<file path="config.mk">
export PLATFORM = sky130hd
export DESIGN_NAME = morse_char_assembler
export DESIGN_NICKNAME = d
export VERILOG_FILES = /design/src/rtl/morse_char_assembler.sv
export SDC_FILE = /design/constraint.sdc
export NUM_CORES = 1
export LEC_CHECK = 0
export BUFFER_PORTS_ARGS = -buffer_cell sky130_fd_sc_hd__buf_2
export CAP_MARGIN = 0
export CELL_PAD_IN_SITES_DETAIL_PLACEMENT = 0
export CELL_PAD_IN_SITES_GLOBAL_PLACEMENT = 1
export CORE_ASPECT_RATIO = 1.1
export CORE_MARGIN = 10
export CORE_UTILIZATION = 45
export CTS_BUF_LIST = sky130_fd_sc_hd__clkbuf_8
export DETAILED_ROUTE_END_ITERATION = 8
export PLACE_DENSITY = 0.77
export SYNTH_ARGS = -nofsm -noshare
export SYNTH_HDL_FRONTEND = slang
export SYNTH_SLANG_ARGS = --single-unit
</file>
<file path="constraint.sdc">
create_clock -name clk -period 2.3 [get_ports clk]
set_input_delay 0.115 -clock clk [delete_from_list [all_inputs] [get_ports clk]]
set_output_delay 0.115 -clock clk [all_outputs]
set_load 0.005 [all_outputs]
</file>
<file path="src/rtl/morse_char_assembler.sv">
// Morse character assembler: folds dot/dash/gap pulses from the element decoder into
// {len, pattern} character records and queues them in a show-ahead FIFO for a consumer.
module morse_char_assembler #(
    parameter int unsigned MAX_ELEMS = 5,
    parameter int unsigned DEPTH     = 4,
    parameter int unsigned CW        = 3
) (
    input  logic          clk,
    input  logic          reset,
    input  logic          dot,
    input  logic          dash,
    input  logic          lg,
    input  logic          wg,
    input  logic          flush,
    output logic [7:0]    out_code,
    output logic          out_valid,
    input  logic          out_ready,
    output logic [CW-1:0] fifo_count,
    output logic          dropped
);

    localparam int unsigned AW = (DEPTH > 1) ? $clog2(DEPTH) : 1;

    localparam logic [2:0]    MaxLen    = 3'(MAX_ELEMS);
    localparam logic [2:0]    SatLen    = 3'd7;
    localparam logic [CW-1:0] FullCount = CW'(DEPTH);
    localparam logic [7:0]    SpaceRec  = 8'h00;
    localparam logic [7:0]    ErrorRec  = 8'hE0;

    localparam logic [0:0] StCollect   = 1'b0;
    localparam logic [0:0] StPushSpace = 1'b1;

    // ------------------------------------------------------------------
    // Character accumulator and sequencing FSM
    // ------------------------------------------------------------------
    logic [0:0] state_q, state_d;
    logic [2:0] len_q, len_d;
    logic [4:0] pattern_q, pattern_d;

    logic       elem;
    logic       clear;
    logic [2:0] len_base;
    logic [4:0] pattern_base;
    logic [7:0] char_rec;
    logic       push;
    logic [7:0] push_rec;

    always_comb begin
        elem     = dot | dash;
        // Once len passes MAX_ELEMS the character is unrecoverable; report it as an error.
        char_rec = (len_q > MaxLen) ? ErrorRec : {len_q, pattern_q};

        state_d  = StCollect;
        clear    = 1'b0;
        push     = 1'b0;
        push_rec = SpaceRec;

        if (state_q == StPushSpace) begin
            push     = 1'b1;
            push_rec = SpaceRec;
        end else if (wg) begin
            push  = 1'b1;
            clear = 1'b1;
            if (len_q != 3'd0) begin
                push_rec = char_rec;
                state_d  = StPushSpace;
            end
        end else if (lg | flush) begin
            clear = 1'b1;
            if (len_q != 3'd0) begin
                push     = 1'b1;
                push_rec = char_rec;
            end
        end

        // A same-cycle element lands in the freshly cleared accumulator.
        len_base     = clear ? 3'd0 : len_q;
        pattern_base = clear ? 5'd0 : pattern_q;

        if (elem) begin
            pattern_d = {pattern_base[3:0], dash};
            len_d     = (len_base == SatLen) ? SatLen : len_base + 3'd1;
        end else begin
            pattern_d = pattern_base;
            len_d     = len_base;
        end
    end

    always_ff @(posedge clk) begin
        if (reset) begin
            state_q   <= StCollect;
            len_q     <= 3'd0;
            pattern_q <= 5'd0;
        end else begin
            state_q   <= state_d;
            len_q     <= len_d;
            pattern_q <= pattern_d;
        end
    end

    // ------------------------------------------------------------------
    // Show-ahead record FIFO
    // ------------------------------------------------------------------
    logic [7:0]    mem [DEPTH];
    logic [AW-1:0] wr_ptr_q, wr_ptr_d;
    logic [AW-1:0] rd_ptr_q, rd_ptr_d;
    logic [CW-1:0] count_q, count_d;
    logic          dropped_q, dropped_d;

    logic full;
    logic pop;
    logic push_ok;

    always_comb begin
        full = (count_q == FullCount);
        // out_valid is low when empty, so a same-cycle push never pops an empty FIFO.
        pop       = out_valid & out_ready;
        push_ok   = push & (~full | pop);
        dropped_d = dropped_q | (push & full & ~pop);

        wr_ptr_d = push_ok ? wr_ptr_q + AW'(1) : wr_ptr_q;
        rd_ptr_d = pop ? rd_ptr_q + AW'(1) : rd_ptr_q;

        count_d = count_q;
        if (push_ok && !pop) begin
            count_d = count_q + CW'(1);
        end else if (pop && !push_ok) begin
            count_d = count_q - CW'(1);
        end
    end

    always_ff @(posedge clk) begin
        if (reset) begin
            wr_ptr_q  <= '0;
            rd_ptr_q  <= '0;
            count_q   <= '0;
            dropped_q <= 1'b0;
        end else begin
            wr_ptr_q  <= wr_ptr_d;
            rd_ptr_q  <= rd_ptr_d;
            count_q   <= count_d;
            dropped_q <= dropped_d;
        end
    end

    always_ff @(posedge clk) begin
        if (!reset && push_ok) begin
            mem[wr_ptr_q] <= push_rec;
        end
    end

    assign out_valid  = (count_q != '0);
    assign out_code   = out_valid ? mem[rd_ptr_q] : 8'h00;
    assign fifo_count = count_q;
    assign dropped    = dropped_q;

endmodule

</file>
==> flow_summary.ini, run 1 <==
[floorplan]
fp.dieArea_mm2 = 0.00822
die_h_um = 94.1
core.rowCount = 26
initial_core_util_pct = 47.3
ios = 21
die_width_um = 87.4
coreArea_mm2 = 0.00475

[cts]
insertion_delay_ps = 300
path_clk_slew_ps = 90
root_buffer = clkbuf_8
cts_made_buffers = 5
cts_tree = done
post_cts_buffers = 0
cts_sinks = 51
htreeDepth = 2
clockBufferDepth = 2

[global_route]
grt_util_all_layers_pct = 10.2
grt_pass1_vias = 1393
grt_max_degree = 26
grt_first_pass_wirelength_um = 6600
antenna_found_initial = 0
grt-ovfl-total = 0

[timing]
fin_crit_ps = 2170
relSlewSlack_pct = 62.8
hold_viol_final = 0
setup_violations = 0
fin_skew_ps = 4.59
timing.final.crit_share_pct = 94.3
finalWorstSetupSlack_ps = 130
finalSetupTns_ps = 0
maxSlewViolCount = 0
rsz0062_at_grt = no
holdWs_ps = 96.9
fmax_mhz = 461
worstMarginPinSlew_ps = 557

[min_path]
hold_end = pattern_q[0]
whs_path_depth = 3
min_from = dash
hold_path.class = primary input to flip-flop

[synth]
synth_mux_area_share_pct = 11.9
ys_async_sr_fraction_pct = 0
synth_top_family_by_area = simple AND/OR/NAND/NOR gates
dominantRegCellSynth = edfxtp_1
syn_avg_cell_area_um2 = 13.9
synth-edff-count = 32
syn_area_mm2 = 0.00225
synth_fp_nets = 177
synth_adder_area_share_pct = 4.23
ys_types = 38
syn_inst = 162
synth_xor_area_share_pct = 1.56
synth_warnings = 0
synth_compound_area_share_pct = 6.91
synth_seq_area_share_pct = 59.7
synthSimpleGateAreaFrac_pct = 13.0
ys_seq_elements = 51

[setup_path]
startpoint_type = flip-flop
r2r-end = fifo_count[2]
end_kind = flip-flop
cp.required_ps = 2530
critical_path.max_stage_delay_ps = 400
worstPathCellList = or3_4 -> o311ai_4 -> inv_2 -> ha_1 -> inv_1 -> fa_1 -> xor2_1 -> or3_1 -> a21oi_1
path_delay_family = simple AND/OR/NAND/NOR gates
critical_path_class = flip-flop to flip-flop
path_buf_inv = 2
r2r_setup_slack_ps = 130
slowest_stage = or3_4
path_max_fanout = 5
worstPathArrival_ps = 2400
reg2reg_from = len_q[0]
r2r_cells = 9

[power_and_ir_drop]
power_density_mw_per_mm2 = 914
p_leak_uw = 0.000973
vdd_drop_max_mv = 0.308

[detailed_routing]
drc = 0
vias_per_cell = 5.37
drt_pre_antenna_iters = 4
avgRoutedWirePerCell_um = 15.8
vias = 1343
final_antenna_net_count = 0
wl_um = 3940
drtIter0Drc = 141

[placed_design]
dpl.cell_count = 242
post-place-ws_ps = 41.2
place_hpwl_um = 2860
place_congestion = 0.762
dpl_cell_area_mm2 = 0.00246
portBuffers = 20

[status]
status = complete, no violations

[finish]
antennaDiodeCount = 0
finalNonFillerCells = 250
stdcell_area_mm2 = 0.00256
final_common_cell = edfxtp_1
layout_common_cells = edfxtp_1 (32), buf_2 (20), dfxtp_1 (16), nor2_1 (12), buf_4 (11)
fillerInstances = 414
drive_gt1_share_pct = 29.9
fin_nets = 208
area_growth_pct = 14.2

[run]
max_cap_violations = 0
==> routing by layer <==
| layer | vias up | global-route usage (%) | wire length, µm |
|---|---|---|---|
| met1 | 650 | 11.8 | 1750 |
| met2 | 24 | 16.9 | 1940 |
| met4 | 0 | 3.19 | 44 |
| met5 | - | 0 | 0 |
| met3 | 6 | 3.65 | 209 |
| li1 | 663 | - | - |
==> how the worst max path moves through the flow <==
stage | cells past startpoint | slack [ps] | end | from
2_1_floorplan | 9 | 130 | fifo_count[2] | fifo_count[0]
3_3_place_gp | 9 | 150 | fifo_count[2] | fifo_count[1]
3_5_place_dp | 9 | 40 | fifo_count[2] | fifo_count[1]
4_1_cts | 9 | 20 | fifo_count[2] | fifo_count[1]
5_1_grt | 9 | 10 | fifo_count[2] | len_q[0]
6_report | 9 | 130 | fifo_count[2] | len_q[0]
==> area by class of cell <==
type	instances	area (µm²)	area share, %
inverter	7	26.3	1.02
tap	56	70.1	2.73
sequential	51	1350	52.4
clock inverter	2	11.3	0.439
timing repair buffer	31	183	7.12
multi-input combinational	97	847	33.0
clock buffer	6	82.6	3.22
==> kinds of logic after synthesis <==
logic type | Yosys count
mux | 16
fa+ha+maj | 7
buf+inv | 14
simple gates | 49
flops | 51
compound gates | 21
xor+xnor | 4
==> through the flow <==
step	util [%]	total power, µW
floorplan	-	1600
global placement	51.9	1830
detailed placement	51.9	1860
CTS	53.8	2380
global route	54.0	2500
finish	54.0	2340
==> cell usage after synthesis, drive strengths merged, types with 2 or more instances <==
cell / number / share of area (%)
or3: 2 / 0.78
a21oi: 6 / 1.3
mux2: 2 / 1.2
xor2: 4 / 1.6
o311ai: 2 / 1.6
dfxtp: 19 / 17
edfxtp: 32 / 43
mux2i: 6 / 2.7
nor2: 12 / 2.0
mux4: 8 / 8.0
nor3: 8 / 2.0
ha: 6 / 3.3
nor3b: 5 / 1.7
o21ai: 6 / 1.3
buf: 2 / 0.72
and2: 7 / 2.0
inv: 7 / 1.2
nor2b: 10 / 2.8
clkbuf: 5 / 0.84
nand2b: 2 / 0.56
==> timing repair <==
item	CTS	global route
hold buffers	0	0
setup endpoints to repair	0	2
gates resized for setup	0	4
==> power by group <==
part           switching, µW  internal [µW]  leakage (µW)  total [µW]
registers                107           1070      0.000454        1180
clock network            282            240     0.0000449         522
logic                    282            362      0.000475         644
total                    670           1670      0.000973        2340
==> state kept, by name, indices dropped and copies added (netlist names), named ones only <==
register and flops:
fifo_count 3, mem 32, pattern_q 5, wr_ptr_q 2
dropped 1, state_q 1, rd_ptr_q 2, len_q 3
==> tightest hold or removal path, stage by stage <==
cell	delay [ps]
buf_2	130
inv_1	60
a21oi_1	50
No activity file was read; power rests on OpenSTA's default activity.
==> run 2: changes to the inputs <==
==> constraint.sdc (replaced) <==
create_clock -name clk -period 2.3 [get_ports clk]
set_input_delay 0 -clock clk [delete_from_list [all_inputs] [get_ports clk]]
set_output_delay 0 -clock clk [all_outputs]
set_load 0.005 [all_outputs]
==> run 2 against run 1 <==
  * Utilization rose by 0.21 points
  * Register-to-register slack barely moved
  * Final area rose by 0.39%
  * Via count fell by 0.52%
  * Power rose by 0.12%
  * Setup slack got worse by 1.4 ps
  * Critical endpoint unchanged
==> flow_summary.ini, run 2 (synthesized netlist as in run 1, its figures left out) <==
[floorplan]
fp.dieArea_mm2 = 0.00822
ios = 21
die_h_um = 94.1
initial_core_util_pct = 47.3
core.rowCount = 26
coreArea_mm2 = 0.00475
die_width_um = 87.4

[setup_path]
worstPathCellList = or3_4 -> o311ai_4 -> inv_2 -> ha_1 -> inv_1 -> fa_1 -> xor2_1 -> or3_1 -> a21oi_1
cp.required_ps = 2530
end_kind = flip-flop
r2r_cells = 9
path_max_fanout = 5
critical_path.max_stage_delay_ps = 400
r2r_setup_slack_ps = 130
critical_path_class = flip-flop to flip-flop
cp-startpoint = len_q[0]
path_delay_family = simple AND/OR/NAND/NOR gates
reg2reg_from = len_q[0]
startpoint_type = flip-flop
worstPathArrival_ps = 2400
path_buf_inv = 2
slowest_stage = or3_4
r2r-end = fifo_count[2]

[detailed_routing]
drt_pre_antenna_iters = 4
drtIter0Drc = 118
avgRoutedWirePerCell_um = 15.7
vias = 1336
wl_um = 3950
final_antenna_net_count = 0
drc = 0
vias_per_cell = 5.32

[timing]
setup_violations = 0
worstMarginPinSlew_ps = 558
hold_viol_final = 0
holdWs_ps = 26.6
timing.final.crit_share_pct = 94.4
fmax_mhz = 461
fin_crit_ps = 2170
fin_skew_ps = 4.16
maxSlewViolCount = 0
relSlewSlack_pct = 62.8
rsz0062_at_grt = no
finalSetupTns_ps = 0

[finish]
area_growth_pct = 14.7
layout_common_cells = edfxtp_1 (32), buf_2 (20), dfxtp_1 (16), nor2_1 (12), buf_4 (11)
final_common_cell = edfxtp_1
largest_register = mem
antennaDiodeCount = 0
fin_nets = 209
drive_gt1_share_pct = 29.7
fillerInstances = 413
top_regs = mem (32), pattern_q (5)
largest_reg_flops = 32

[global_route]
grt-ovfl-total = 0
grt_pass1_vias = 1393
antenna_found_initial = 0
grt_util_all_layers_pct = 10.2
grt_max_degree = 26
grt_first_pass_wirelength_um = 6600

[cts]
insertion_delay_ps = 300
path_clk_slew_ps = 90
clockBufferDepth = 2
post_cts_buffers = 0
cts_made_buffers = 5
cts_tree = done
root_buffer = clkbuf_8
cts_sinks = 51
htreeDepth = 2

[min_path]
hold_end = state_q
min_from = wg
whs_path_depth = 2
hold_path.class = primary input to flip-flop

[placed_design]
place_hpwl_um = 2860
place_congestion = 0.762
portBuffers = 20

[status]
status = complete, no violations

[power_and_ir_drop]
power_density_mw_per_mm2 = 912
p_leak_uw = 0.000978
vdd_drop_max_mv = 0.309
finalPower_uw = 2350

[run]
max_cap_violations = 0
[run 2: changes by cell type in the layout (fill, tap and decap cells not counted)]
cell,before,now
dlygate4sd3_1,0,1
[run 2: where the power goes]
part | leakage [µW] | internal, µW | switching (µW)
clock network | 0.0000449 | 240 | 282
registers | 0.000454 | 1070 | 107
logic | 0.000479 | 363 | 283
total | 0.000978 | 1680 | 672
[run 2: cell type report]
class                      count  area, µm²  area share, %
multi-input combinational     97        847           32.9
sequential                    51       1350           52.2
clock inverter                 2       11.3          0.437
tap                           56       70.1           2.72
inverter                       7       26.3           1.02
timing repair buffer          32        193           7.48
clock buffer                   6       82.6           3.21
[run 2: worst register-to-register path, cell delays in order, from the launching register on]
cell and delay (ps):
dfxtp_1 350, or3_4 400, o311ai_4 310, inv_2 70, ha_1 210, inv_1 80, fa_1 180, xor2_1 70
or3_1 300, a21oi_1 140
[run 2: metrics by stage]
| step | worst slack, ps | cell area, µm² | util [%] | std cells |
|---|---|---|---|---|
| floorplan | 127 | 2250 | - | 162 |
| global placement | 152 | 2460 | 51.9 | 242 |
| finish | 129 | 2570 | 54.2 | 251 |
| detailed placement | 41.2 | 2460 | 51.9 | 242 |
| CTS | 16.4 | 2570 | 54.1 | 251 |
| global route | 12.8 | 2570 | 54.2 | 251 |
[run 2: how the worst max path moves through the flow]
stage               endpoint  slack [ps]  depth (start not counted)
2_1_floorplan  fifo_count[2]         130                          9
3_3_place_gp   fifo_count[2]         150                          9
3_5_place_dp   fifo_count[2]          40                          9
4_1_cts        fifo_count[2]          20                          9
5_1_grt        fifo_count[2]          10                          9
6_report       fifo_count[2]         130                          9
[run 2: repair_timing]
item / 4_1_cts / 5_1_grt
resized for setup: 0 / 4
hold buffers: 1 / 0
hold endpoints to repair: 1 / 0
setup endpoints to repair: 0 / 2
[run 2: per-layer routing]
layer	wire length, µm	global-route usage (%)	vias to the layer above
met2	1930	16.9	22
met4	44	3.19	0
li1	-	-	663
met3	211	3.65	6
met5	0	0	-
met1	1760	11.8	645
